==> config.mk <==
export PLATFORM = sky130hd
export DESIGN_NAME = video_pixel_fifo_flat
export DESIGN_NICKNAME = d
export VERILOG_FILES = /design/src/rtl/video_pixel_fifo_if.sv /design/src/rtl/video_pixel_fifo.sv /design/src/flat_wrapper.sv
export SDC_FILE = /design/constraint.sdc
export NUM_CORES = 1
export LEC_CHECK = 0
export BUFFER_PORTS_ARGS = -buffer_cell sky130_fd_sc_hd__buf_2
export CAP_MARGIN = 40
export CORE_MARGIN = 5
export CORE_UTILIZATION = 36
export CTS_CLUSTER_SIZE = 16
export DETAILED_ROUTE_END_ITERATION = 8
export SLEW_MARGIN = 40
export SYNTH_ARGS = -nofsm -noshare
export SYNTH_HDL_FRONTEND = slang
export SYNTH_SLANG_ARGS = --single-unit
==> constraint.sdc <==
create_clock -name clk25MHz -period 2.6 [get_ports clk25MHz]
set_input_delay 0.26 -clock clk25MHz [delete_from_list [all_inputs] [get_ports clk25MHz]]
set_output_delay 0.26 -clock clk25MHz [all_outputs]
set_load 0.1 [all_outputs]
==> src/rtl/video_pixel_fifo_if.sv <==
// Handshake bundle between the frame-memory fetch side, the VGA pop side
// and the pixel FIFO. The master is the environment; the slave is the FIFO.
interface video_pixel_fifo_if #(
  parameter int PIX_W = 8,
  parameter int BSIZE = 4,
  parameter int DEPTH = 16
);
  localparam int LW = $clog2(DEPTH) + 1;

  logic                   flush;
  logic [BSIZE*PIX_W-1:0] data;
  logic                   load;
  logic                   load_ready;
  logic                   en;
  logic [PIX_W-1:0]       video;
  logic                   video_valid;
  logic [LW-1:0]          level;
  logic                   watermark_on;
  logic                   empty;
  logic                   full;
  logic                   underrun;

  modport master (
    output flush, data, load, en,
    input  load_ready, video, video_valid, level,
           watermark_on, empty, full, underrun
  );

  modport slave (
    input  flush, data, load, en,
    output load_ready, video, video_valid, level,
           watermark_on, empty, full, underrun
  );
endinterface

==> src/rtl/video_pixel_fifo.sv <==
// Pixel FIFO: wide BSIZE-pixel writes from frame fetch, single-pixel
// registered pops to the VGA output, with level/watermark and sticky underrun.
module video_pixel_fifo #(
  parameter int PIX_W     = 8,
  parameter int BSIZE     = 4,
  parameter int DEPTH     = 16,
  parameter int WATERMARK = 8
) (
  input logic               clk25MHz,
  input logic               rst,
  video_pixel_fifo_if.slave bus
);
  localparam int AW = $clog2(DEPTH);
  localparam int LW = AW + 1;

  logic [PIX_W-1:0] r_mem [DEPTH];
  logic [AW-1:0]    r_wptr;
  logic [AW-1:0]    r_rptr;
  logic [LW-1:0]    r_level;
  logic [PIX_W-1:0] r_video;
  logic             r_video_valid;
  logic             r_underrun;

  logic [PIX_W-1:0] w_pix [BSIZE];
  logic             w_load_ready;
  logic             w_empty;
  logic             w_wr;
  logic             w_rd;

  for (genvar gi = 0; gi < BSIZE; gi++) begin : g_unpack
    assign w_pix[gi] = bus.data[gi*PIX_W +: PIX_W];
  end

  // Status is derived only from the registered level, never from this cycle's requests.
  assign w_load_ready = (r_level <= LW'(DEPTH - BSIZE));
  assign w_empty      = (r_level == '0);
  assign w_wr         = bus.load && w_load_ready && !bus.flush && !rst;
  assign w_rd         = bus.en && !w_empty && !bus.flush;

  assign bus.load_ready   = w_load_ready;
  assign bus.empty        = w_empty;
  assign bus.full         = (r_level == LW'(DEPTH));
  assign bus.watermark_on = (r_level <= LW'(WATERMARK));
  assign bus.level        = r_level;
  assign bus.video        = r_video;
  assign bus.video_valid  = r_video_valid;
  assign bus.underrun     = r_underrun;

  // wptr stays BSIZE-aligned, so the word never wraps mid-write.
  always_ff @(posedge clk25MHz) begin
    if (w_wr) begin
      for (int i = 0; i < BSIZE; i++) begin
        r_mem[r_wptr + AW'(i)] <= w_pix[i];
      end
    end
  end

  always_ff @(posedge clk25MHz) begin
    if (rst) begin
      r_wptr        <= '0;
      r_rptr        <= '0;
      r_level       <= '0;
      r_video       <= '0;
      r_video_valid <= 1'b0;
      r_underrun    <= 1'b0;
    end else if (bus.flush) begin
      r_wptr        <= '0;
      r_rptr        <= '0;
      r_level       <= '0;
      r_video_valid <= 1'b0;
    end else begin
      if (w_wr) begin
        r_wptr <= r_wptr + AW'(BSIZE);
      end
      if (w_rd) begin
        r_video       <= r_mem[r_rptr];
        r_video_valid <= 1'b1;
        r_rptr        <= r_rptr + AW'(1);
      end else begin
        r_video_valid <= 1'b0;
      end
      if (bus.en && w_empty) begin
        r_underrun <= 1'b1;
      end
      r_level <= r_level + (w_wr ? LW'(BSIZE) : LW'(0)) - (w_rd ? LW'(1) : LW'(0));
    end
  end
endmodule
==> src/flat_wrapper.sv <==
// flat-port wrapper written by rule: the top's interface ports become plain ports
module video_pixel_fifo_flat 
#(
  parameter int PIX_W     = 8,
  parameter int BSIZE     = 4,
  parameter int DEPTH     = 16,
  parameter int WATERMARK = 8
)
  (clk25MHz, rst, bus_flush, bus_data, bus_load, bus_en, bus_load_ready, bus_video, bus_video_valid, bus_level, bus_watermark_on, bus_empty, bus_full, bus_underrun);
  video_pixel_fifo_if #(.PIX_W(PIX_W), .BSIZE(BSIZE), .DEPTH(DEPTH)) bus_i ();
  input logic clk25MHz;
  input logic rst;
  input wire logic [$bits(bus_i.flush)-1:0] bus_flush;
  input wire logic [$bits(bus_i.data)-1:0] bus_data;
  input wire logic [$bits(bus_i.load)-1:0] bus_load;
  input wire logic [$bits(bus_i.en)-1:0] bus_en;
  output wire logic [$bits(bus_i.load_ready)-1:0] bus_load_ready;
  output wire logic [$bits(bus_i.video)-1:0] bus_video;
  output wire logic [$bits(bus_i.video_valid)-1:0] bus_video_valid;
  output wire logic [$bits(bus_i.level)-1:0] bus_level;
  output wire logic [$bits(bus_i.watermark_on)-1:0] bus_watermark_on;
  output wire logic [$bits(bus_i.empty)-1:0] bus_empty;
  output wire logic [$bits(bus_i.full)-1:0] bus_full;
  output wire logic [$bits(bus_i.underrun)-1:0] bus_underrun;
  assign bus_i.flush = bus_flush;
  assign bus_i.data = bus_data;
  assign bus_i.load = bus_load;
  assign bus_i.en = bus_en;
  assign bus_load_ready = bus_i.load_ready;
  assign bus_video = bus_i.video;
  assign bus_video_valid = bus_i.video_valid;
  assign bus_level = bus_i.level;
  assign bus_watermark_on = bus_i.watermark_on;
  assign bus_empty = bus_i.empty;
  assign bus_full = bus_i.full;
  assign bus_underrun = bus_i.underrun;
  video_pixel_fifo #(.PIX_W(PIX_W), .BSIZE(BSIZE), .DEPTH(DEPTH), .WATERMARK(WATERMARK)) u_core (.clk25MHz(clk25MHz), .rst(rst), .bus(bus_i));
endmodule
==> results.sh, run 1 <==
export IMPL_cp_cell_sequence="nor3b_1 > o211ai_1 > nor2_2 > inv_1 > ha_1 > inv_1 > ha_1 > a21o_1 > a21oi_1 > xnor2_1 > nor2_1"
export IMPL_hold_path_class="input port to flip-flop"
export IMPL_worstSetupStartpointType="flip-flop"
export IMPL_yosysWarnings=0
export IMPL_reg2regPathDepth=11
export IMPL_die_area_um2=18900
export IMPL_grt_max_degree=33
export IMPL_nNetsFinal=462
export IMPL_root_buffer="clkbuf_16"
export IMPL_holdPathEnd="u_core.r_mem[11][0]$_DFFE_PP_"
export IMPL_whs_path_depth=1
export IMPL_post_route_util=0.448
export IMPL_cts_buffers=17
export IMPL_critPathRequiredTime_ns=2.93
export IMPL_min_period_ns=2.39
export IMPL_wl_per_cell_um=18.4
export IMPL_max_slew_margin=0.643
export IMPL_netlist_top_cells_count="128 x edfxtp_1, 34 x mux2i_1, 25 x nor2_1"
export IMPL_ctsHoldBuffers=0
export IMPL_p_leak_nw=2.40
export IMPL_critPathKind="flip-flop to flip-flop"
export IMPL_drive_above_1_share=0.301
export IMPL_fin_crit_sh=0.919
export IMPL_dpl_hpwl_um=7640
export IMPL_reg2reg_setup_slack_ns=0.21
export IMPL_timing_rr_start="u_core.bus.level[3]$_SDFF_PP0_"
export IMPL_path_buf_inv=2
export IMPL_hold_viol=0
export IMPL_cp_top_family="adder cells"
export IMPL_htreeDepth=4
export IMPL_ir_worst_vdd_mv=0.530
export IMPL_clkSinkCount=149
export IMPL_cp_end_kind="flip-flop"
export IMPL_std_cell_rows=46
export IMPL_p_per_area_nw_per_um2=870
export IMPL_die_h_um=138
export IMPL_ys_seq_elements=149
export IMPL_areaGrowthSynthToFinish_pct=21.9
export IMPL_syn_avg_cell_area_um2=17.4
export IMPL_drcViolationCount=0
export IMPL_synth_area_leader_cell="edfxtp_1"
export IMPL_grt_remaining_overflow=0
export IMPL_antenna_diode_count=0
export IMPL_crit_slowest_cell="dfxtp_4"
export IMPL_synth_cell_area_um2=5860
export IMPL_grt_pass1_wl_um=18200
export IMPL_hold_start="bus_data[24]"
export IMPL_place_area_um2=6510
export IMPL_antenna_found_initial=2
export IMPL_first_global_vias=3378
export IMPL_rsz0062_at_grt="no"
export IMPL_worst_pin_slew_ns=0.534
export IMPL_rr_endpoint="u_core.bus.level[4]$_SDFF_PP0_"
export IMPL_synth_area_leaders="edfxtp_1 66%, dfxtp_1 7.2%, mux4_2 6.2%"
export IMPL_vias_per_cell=4.95
export IMPL_synth_edff_count=128
export IMPL_cp_max_fo=9
export IMPL_finalInstanceArea_um2=7140
export IMPL_async_flop_share=0
export IMPL_clk_latency_ns=0.43
export IMPL_synth_nets=387
export IMPL_vias=3171
export IMPL_drtAntennaViolNets=0
export IMPL_io_buffers=55
export IMPL_cp_arrival_ns=2.72
export IMPL_ioPinCount=56
export IMPL_synth_most_common_cell="edfxtp_1"
export IMPL_finalSetupViolCount=0
export IMPL_outcome="finished clean"
export IMPL_synth_top_cell_area_share=0.656
export IMPL_start_util=0.367
export IMPL_slew_violations=0
export IMPL_setup_tns_ns=0
export IMPL_synth_cells=337
export IMPL_ys_types=32
export IMPL_fmax_mhz=419
export IMPL_die_width_um=138
export IMPL_max_stage_delay_ns=0.39
export IMPL_skew_ns=0.0189
export IMPL_cts_buffer_depth=2
export IMPL_drtPass1Iterations=4
export IMPL_initialDrtViolationCount=175
export IMPL_seq_area_frac_synth=0.728
export IMPL_maxCapViolCount=0
export IMPL_grt_usage=0.133
export IMPL_clkTransAtPathRegs_ns=0.06
export IMPL_cts_tree="yes"
export IMPL_core_um2=15900
export IMPL_routabilityCongestion=0.789
export IMPL_routed_wl_um=11800
export IMPL_ys_flop_type="edfxtp_1"
## power breakdown
part | leakage [nW] | internal [W] | switching (W)
Combinational | 0.774 | 0.000221 | 0.000704
Clock | 0.300 | 0.00164 | 0.000925
Sequential | 1.33 | 0.00268 | 0.0000461
## cells in the final DEF (no fill, tap or decap), types with 2 or more instances in the layout
cell type	count
edfxtp_1	128
buf_2	55
mux2i_1	34
nor2_1	23
clkbuf_16	17
mux4_2	16
o22ai_1	16
a311oi_1	16
dfxtp_1	15
inv_1	13
buf_4	13
ha_1	12
nand2_1	9
and2_1	4
clkbuf_1	4
bufinv_16	4
buf_12	4
dfxtp_2	4
o211ai_1	3
xor2_1	3
xnor2_1	3
inv_6	3
nor2b_1	2
nor2_2	2
or3b_1	2
nand3b_1	2
a21oi_1	2
dfxtp_4	2
## worst max-delay path by stage
stage               cells after the start                        endpoint                      startpoint  slack, ns
global route                           13  u_core.bus.level[4]$_SDFF_PP0_  u_core.bus.level[4]$_SDFF_PP0_       0.01
finish                                 11  u_core.bus.level[4]$_SDFF_PP0_  u_core.bus.level[3]$_SDFF_PP0_       0.21
CTS                                    13  u_core.bus.level[4]$_SDFF_PP0_  u_core.bus.level[4]$_SDFF_PP0_       0.09
floorplan                              13  u_core.bus.level[4]$_SDFF_PP0_  u_core.bus.level[4]$_SDFF_PP0_       0.03
global placement                       13  u_core.bus.level[4]$_SDFF_PP0_  u_core.bus.level[4]$_SDFF_PP0_       0.20
detailed placement                     13  u_core.bus.level[4]$_SDFF_PP0_  u_core.bus.level[4]$_SDFF_PP0_       0.10
## cell families after synthesis
group                      Yosys count  synth area share
and+or+nand+nor                     50            0.0408
muxes                               50             0.120
AOI/OAI and AO/OA                   40            0.0504
DFF                                149             0.728
adders and majority gates           13            0.0290
xor gates and xnor gates             6           0.00897
buffers and inverters               29            0.0233
## per-layer routing
metal / share of wire / vias to the layer above / global-route usage
li1: - / 1480 / -
met1: 0.42 / 1572 / 0.167
met2: 0.50 / 99 / 0.216
met3: 0.076 / 16 / 0.0387
met4: 0.0084 / 4 / 0.0549
met5: 0.0012 / - / 0
## per-stage QoR
step                hold WS, ns  setup WS, ns  total power, W  cells
floorplan                 0.359        0.0314         0.00351    337
global placement          0.449         0.195         0.00369    608
detailed placement        0.463         0.104         0.00371    608
CTS                      0.0413        0.0911         0.00628    640
global route             0.0451        0.0123         0.00643    641
finish                   0.0532         0.211         0.00622    641
## area by class of cell
class,count,area [um2]
Fill cell,1405,8800
Sequential cell,149,4280
Multi-Input combinational cell,159,1470
Clock buffer,22,454
Timing Repair Buffer,72,453
Tap cell,216,270
Clock inverter,10,168
Inverter,13,48.8
## flip-flops by register name, summed over array words and instances, names as in the netlist
register / cells
u_core.bus.video: 8
u_core.r_mem: 128
u_core.r_rptr: 4
u_core.bus.video_valid: 1
u_core.bus.underrun: 1
u_core.bus.level: 5
u_core.r_wptr: 2
## repair_timing
item                                    in CTS  in global routing
endpoints found under the hold margin        0                  0
gates resized for setup                      0                  1
endpoints found under the setup margin       0                  1
buffers inserted                             0                  1
Power figures use the tool's default switching activity.
==> run 2, diff against run 1 <==
--- a/config.mk
+++ b/config.mk
@@ -5,12 +5,12 @@
 export SDC_FILE = /design/constraint.sdc
 export NUM_CORES = 1
 export LEC_CHECK = 0
-export BUFFER_PORTS_ARGS = -buffer_cell sky130_fd_sc_hd__buf_2
 export CAP_MARGIN = 40
 export CORE_MARGIN = 5
 export CORE_UTILIZATION = 36
 export CTS_CLUSTER_SIZE = 16
 export DETAILED_ROUTE_END_ITERATION = 8
+export DONT_BUFFER_PORTS = 1
 export SLEW_MARGIN = 40
 export SYNTH_ARGS = -nofsm -noshare
 export SYNTH_HDL_FRONTEND = slang
==> constraint.sdc (replaced) <==
create_clock -name clk25MHz -period 2.6 [get_ports clk25MHz]
set_input_delay 0.52 -clock clk25MHz [delete_from_list [all_inputs] [get_ports clk25MHz]]
set_output_delay 0.52 -clock clk25MHz [all_outputs]
set_load 0.1 [all_outputs]
==> run 2 against run 1 <==
  * Critical endpoint unchanged
  * Routed wire length up 0.97%
  * Final cell count down 5.5%
  * Sequential share of layout area up 1.0 points
  * Utilization down 0.77 points
  * Critical path type unchanged
  * Clock power up 2%
  * Highest routed layer is now met4
  * Setup slack better by 0.036 ns
  * Clock skew down 0.0030 ns
==> results.sh, run 2 (same netlist as run 1, synthesis figures left out) <==
export IMPL_grt_remaining_overflow=0
export IMPL_power_internal_w=0.00461
export IMPL_root_buffer="clkbuf_16"
export IMPL_drcViolationCount=0
export IMPL_dpl_hpwl_um=7940
export IMPL_finalInstanceArea_um2=7020
export IMPL_crit_slowest_cell="dfxtp_4"
export IMPL_fmax_mhz=425
export IMPL_wl_per_cell_um=19.7
export IMPL_p_comb_frac=0.150
export IMPL_setup_tns_ns=0
export IMPL_ioPinCount=56
export IMPL_grt_pass1_wl_um=18300
export IMPL_cts_buffer_depth=2
export IMPL_outcome="finished clean"
export IMPL_final_cell_mix="128 x edfxtp_1, 36 x buf_4, 34 x mux2i_1"
export IMPL_holdPathEnd="u_core.bus.video[5]$_SDFFE_PP0P_"
export IMPL_htreeDepth=4
export IMPL_routed_wl_um=11900
export IMPL_clkSinkCount=149
export IMPL_min_period_ns=2.35
export IMPL_antenna_found_initial=0
export IMPL_critPathKind="flip-flop to flip-flop"
export IMPL_cp_end_kind="flip-flop"
export IMPL_ir_worst_vdd_mv=0.575
export IMPL_switching_share=0.263
export IMPL_path_buf_inv=3
export IMPL_cp_top_family="adder cells"
export IMPL_critPathRequiredTime_ns=2.91
export IMPL_cp_cell_sequence="inv_1 > ha_1 > nand2_1 > o211ai_1 > nor2_1 > inv_1 > ha_1 > inv_1 > ha_1 > a21o_1 > a21oi_1 > xnor2_1 > nor2_1"
export IMPL_die_h_um=138
export IMPL_grt_usage=0.134
export IMPL_rsz0062_at_grt="no"
export IMPL_io_buffers=0
export IMPL_clkTransAtPathRegs_ns=0.06
export IMPL_regMostFlops="u_core.r_mem"
export IMPL_maxCapViolCount=0
export IMPL_worst_pin_slew_ns=0.567
export IMPL_cp_max_fo=4
export IMPL_antenna_diode_count=0
export IMPL_die_width_um=138
export IMPL_die_area_um2=18900
export IMPL_ctsHoldBuffers=0
export IMPL_post_cts_resized=0
export IMPL_core_um2=15900
export IMPL_cp_arrival_ns=2.66
export IMPL_hold_start="rst"
export IMPL_worstSetupStartpointType="flip-flop"
export IMPL_place_area_um2=6380
export IMPL_fin_crit_sh=0.905
export IMPL_seq_power_share=0.434
export IMPL_drive_above_1_share=0.246
export IMPL_vias_per_cell=4.97
export IMPL_skew_ns=0.0159
export IMPL_rr_endpoint="u_core.bus.level[4]$_SDFF_PP0_"
export IMPL_initialDrtViolationCount=150
export IMPL_postCtsSetupBuffers=0
export IMPL_routabilityCongestion=0.768
export IMPL_p_switching_w=0.00165
export IMPL_largest_reg_flops=128
export IMPL_timing_rr_start="u_core.bus.level[4]$_SDFF_PP0_"
export IMPL_cts_buffers=17
export IMPL_nNetsFinal=428
export IMPL_start_util=0.367
export IMPL_p_per_area_nw_per_um2=892
export IMPL_max_slew_margin=0.621
export IMPL_hold_path_class="input port to flip-flop"
export IMPL_drtPass1Iterations=4
export IMPL_drtAntennaViolNets=0
export IMPL_areaGrowthSynthToFinish_pct=19.8
export IMPL_max_stage_delay_ns=0.34
export IMPL_std_cell_rows=46
export IMPL_final_common_cell="edfxtp_1"
export IMPL_p_leak_nw=2.28
export IMPL_cts_tree="yes"
export IMPL_p_clk_frac=0.416
export IMPL_slew_violations=0
export IMPL_whs_path_depth=1
export IMPL_clk_latency_ns=0.42
export IMPL_first_global_vias=3194
export IMPL_reg2regPathDepth=13
export IMPL_reg2reg_setup_slack_ns=0.25
export IMPL_finalSetupViolCount=0
export IMPL_grt_max_degree=52
export IMPL_vias=3013
export IMPL_hold_viol=0
[run 2: cell count changes in the layout (fill, tap and decap cells not counted), moves of 2 or more]
cell      before  now
buf_2         55    0
buf_4         13   36
clkbuf_1       4    0
inv_6          3    0
buf_12         4    2
clkinv_2       1    3
clkinv_4       1    3
[run 2: stage by stage]
stage / util / hold slack (ns) / total power (W) / worst slack (ns) / std cells
after detailed placement: 0.400 / 0.468 / 0.00371 / 0.254 / 575
after floorplan: - / 0.518 / 0.00351 / 0.0259 / 337
after global routing: 0.440 / 0.143 / 0.00648 / 0.0653 / 606
after CTS: 0.440 / 0.145 / 0.00632 / 0.238 / 606
final: 0.440 / 0.168 / 0.00626 / 0.247 / 606
after global placement: 0.400 / 0.463 / 0.00370 / 0.324 / 575
[run 2: power groups by stage]
stage / sequential, W / clock (W) / combinational [W]
floorplan: 0.00303 / 0 / 0.000479
global placement: 0.00277 / 0 / 0.000931
detailed placement: 0.00277 / 0 / 0.000944
CTS: 0.00272 / 0.00266 / 0.000947
global route: 0.00273 / 0.00277 / 0.000982
finish: 0.00272 / 0.00261 / 0.000938
[run 2: how the worst max path moves through the flow]
stage          slack, ns                        endpoint                           start  depth (start not counted)
5_1_grt             0.07  u_core.bus.level[4]$_SDFF_PP0_  u_core.bus.level[4]$_SDFF_PP0_                         13
3_5_place_dp        0.25  u_core.bus.level[4]$_SDFF_PP0_  u_core.bus.level[4]$_SDFF_PP0_                         13
4_1_cts             0.24  u_core.bus.level[4]$_SDFF_PP0_  u_core.bus.level[4]$_SDFF_PP0_                         13
3_3_place_gp        0.32  u_core.bus.level[4]$_SDFF_PP0_                       bus_flush                         10
6_report            0.25  u_core.bus.level[4]$_SDFF_PP0_  u_core.bus.level[4]$_SDFF_PP0_                         13
2_1_floorplan       0.03  u_core.bus.level[4]$_SDFF_PP0_  u_core.bus.level[4]$_SDFF_PP0_                         13
[run 2: layer usage]
metal / track usage / up-vias / share of wire
li1: - / 1408 / -
met1: 0.161 / 1519 / 0.41
met2: 0.223 / 74 / 0.51
met3: 0.0497 / 12 / 0.069
met4: 0.0466 / 0 / 0.012
met5: 0 / - / 0
[run 2: cell type report]
cell class | count | area [um2]
inverter | 13 | 48.8
fill | 1405 | 8920
sequential | 149 | 4280
clock inverter | 14 | 210
clock buffer | 17 | 425
timing repair buffer | 38 | 310
tap | 216 | 270
multi-input combinational | 159 | 1480
[run 2: worst register-to-register path, delay by kind of cell, from the launching register on]
kind,cells,cell delay [ns]
flip-flops,1,0.34
AND/OR/NAND/NOR,3,0.30
XOR/XNOR,1,0.13
AO/OA/AOI/OAI,3,0.46
buffers and inverters,3,0.22
adder cells (fa/ha/maj),3,0.79
==> run 3, diff against run 2 <==
--- a/config.mk
+++ b/config.mk
@@ -5,12 +5,13 @@
 export SDC_FILE = /design/constraint.sdc
 export NUM_CORES = 1
 export LEC_CHECK = 0
-export CAP_MARGIN = 40
+export CAP_MARGIN = 0
 export CORE_MARGIN = 5
 export CORE_UTILIZATION = 36
 export CTS_CLUSTER_SIZE = 16
 export DETAILED_ROUTE_END_ITERATION = 8
 export DONT_BUFFER_PORTS = 1
+export GPL_TIMING_DRIVEN = 0
 export SLEW_MARGIN = 40
 export SYNTH_ARGS = -nofsm -noshare
 export SYNTH_HDL_FRONTEND = slang
==> constraint.sdc (replaced) <==
create_clock -name clk25MHz -period 1.97 [get_ports clk25MHz]
set_input_delay 0.394 -clock clk25MHz [delete_from_list [all_inputs] [get_ports clk25MHz]]
set_output_delay 0.394 -clock clk25MHz [all_outputs]
set_load 0.1 [all_outputs]
==> run 3 against run 2 <==
  * Critical endpoint is now u_core.bus.level[2]$_SDFF_PP0_
  * Via count rose by 6.8%
  * Largest power group unchanged
  * Worst hold slack worse by 0.11 ns
  * Maximum frequency down 4.3%
  * Highest routed layer unchanged
  * The run now ends with setup timing left
  * Clock power is 21% higher
  * Sequential cell count unchanged
==> results.sh, run 3 (same netlist as run 1, synthesis figures left out) <==
export IMPL_cts_buffers=17
export IMPL_seqCellArea_um2=4300
export IMPL_die_h_um=138
export IMPL_antenna_diode_count=0
export IMPL_worstSetupStartpointType="flip-flop"
export IMPL_final_common_cell="edfxtp_1"
export IMPL_p_per_area_nw_per_um2=1130
export IMPL_cp_top_family="adder cells"
export IMPL_ir_worst_vdd_mv=0.860
export IMPL_routed_wl_um=14300
export IMPL_cp_cell_sequence="or4_4 > o21a_1 > buf_6 > ha_4 > inv_2 > ha_4 > inv_2 > fa_2 > nor2_1"
export IMPL_cp_max_fo=4
export IMPL_grt_max_degree=17
export IMPL_max_slew_margin=0.360
export IMPL_cp_end_kind="flip-flop"
export IMPL_nNetsFinal=434
export IMPL_worst_pin_slew_ns=0.960
export IMPL_path_buf_inv=3
export IMPL_grt_usage=0.158
export IMPL_final_cell_mix="128 x edfxtp_1, 34 x mux2i_1, 20 x nor2_1"
export IMPL_htreeDepth=4
export IMPL_regMostFlops="u_core.r_mem"
export IMPL_drtAntennaViolNets=0
export IMPL_total_power_w=0.00813
export IMPL_core_um2=15900
export IMPL_multi_input_area_um2=1740
export IMPL_hold_start="bus_data[8]"
export IMPL_skew_ns=0.0133
export IMPL_cts_buffer_depth=2
export IMPL_drcViolationCount=0
export IMPL_cp_arrival_ns=2.76
export IMPL_maxCapViolCount=0
export IMPL_first_global_vias=3457
export IMPL_critPathKind="flip-flop to flip-flop"
export IMPL_worst_slack_ns=-0.489
export IMPL_ctsHoldBuffers=0
export IMPL_grt_remaining_overflow=0
export IMPL_fmax_mhz=407
export IMPL_io_buffers=0
export IMPL_timing_rr_start="u_core.bus.level[2]$_SDFF_PP0_"
export IMPL_grt_pass1_wl_um=20900
export IMPL_p_leak_nw=2.27
export IMPL_cts_tree="yes"
export IMPL_hold_path_class="input port to flip-flop"
export IMPL_post_route_util=0.450
export IMPL_fin_crit_sh=1.25
export IMPL_areaGrowthSynthToFinish_pct=22.6
export IMPL_start_util=0.367
export IMPL_ioPinCount=56
export IMPL_slew_violations=0
export IMPL_largest_reg_flops=128
export IMPL_die_area_um2=18900
export IMPL_violations="setup timing"
export IMPL_drive_above_1_share=0.338
export IMPL_outcome="finished, violations left"
export IMPL_hold_viol=0
export IMPL_root_buffer="clkbuf_16"
export IMPL_finalSetupViolCount=136
export IMPL_startpoint="u_core.bus.level[2]$_SDFF_PP0_"
export IMPL_min_period_ns=2.46
export IMPL_fillCellCount=1394
export IMPL_dpl_hpwl_um=7930
export IMPL_rsz0062_at_grt="yes"
export IMPL_vias=3218
export IMPL_routabilityCongestion=0.798
export IMPL_initialDrtViolationCount=340
export IMPL_crit_slowest_cell="or4_4"
export IMPL_max_stage_delay_ns=0.63
export IMPL_antenna_found_initial=0
export IMPL_clkTransAtPathRegs_ns=0.07
export IMPL_wl_per_cell_um=23.3
export IMPL_std_cell_rows=46
export IMPL_vias_per_cell=5.26
export IMPL_drtPass1Iterations=5
export IMPL_clkSinkCount=149
export IMPL_critPathRequiredTime_ns=2.27
export IMPL_die_width_um=138
export IMPL_clk_latency_ns=0.42
## run 3: cell count changes in the layout (fill, tap and decap cells not counted), moves of 4 or more
cell / before / now
ha_4: 0 / 5
dfxtp_1: 15 / 6
buf_4: 36 / 15
buf_2: 0 / 7
ha_1: 12 / 7
inv_1: 13 / 7
dfxtp_2: 4 / 10
a311oi_2: 0 / 6
and2_4: 0 / 16
inv_2: 0 / 4
and2_1: 4 / 0
a311oi_1: 16 / 10
clkbuf_1: 0 / 6
## run 3: area by class of cell
| class | count | area share |
|---|---|---|
| tap | 216 | 0.0376 |
| buffer | 16 | 0.0136 |
| clock inverter | 13 | 0.0213 |
| multi-input combinational | 171 | 0.242 |
| inverter | 13 | 0.00767 |
| timing repair buffer | 16 | 0.0199 |
| clock buffer | 18 | 0.0598 |
| sequential | 149 | 0.598 |
## run 3: metal layers
metal  part of all wire  track usage  wire [um]  up-vias
met3               0.10       0.0763       1460       18
li1                   -            -          -     1435
met1               0.41        0.191       5820     1641
met2               0.48        0.252       6820      124
met4              0.012       0.0449        177        0
met5                  0            0          0        -
## run 3: metrics by stage
step / setup WS (ns) / std cells / area (um2) / TNS [ns] / hold WS [ns]
after detailed placement: -0.775 / 554 / 6300 / -82.29 / 0.493
final: -0.489 / 612 / 7180 / -10.94 / 0.0617
after global routing: -0.570 / 612 / 7180 / -23.33 / 0.0452
after global placement: -0.660 / 553 / 6250 / -66.34 / 0.493
after floorplan: -0.418 / 337 / 5980 / -16.32 / 0.493
after CTS: -0.515 / 604 / 7050 / -3.92 / 0.0481
## run 3: what timing repair did
action,4_1_cts,5_1_grt
resized for setup,20,14
cloned,12,0
setup endpoints to repair,136,145
pin swaps,9,7
setup buffers,7,8
## run 3: where the power goes
part           leakage [nW]  internal, W  switching, W
Combinational         0.660     0.000356      0.000625
Sequential             1.33      0.00354      0.000437
Clock                 0.272      0.00188       0.00129
Total                  2.27      0.00578       0.00236
## run 3: worst paths after layout
kind | to | slack, ns | depth (start not counted)
worst min-delay path | u_core.r_mem[1][0]$_DFFE_PP_ | 0.06 | 0
worst min register to register | u_core.r_wptr[3]$_SDFFE_PP0P_ | 0.57 | 2
worst max-delay path | u_core.bus.level[2]$_SDFF_PP0_ | -0.49 | 9
worst max register to register | u_core.bus.level[2]$_SDFF_PP0_ | -0.49 | 9
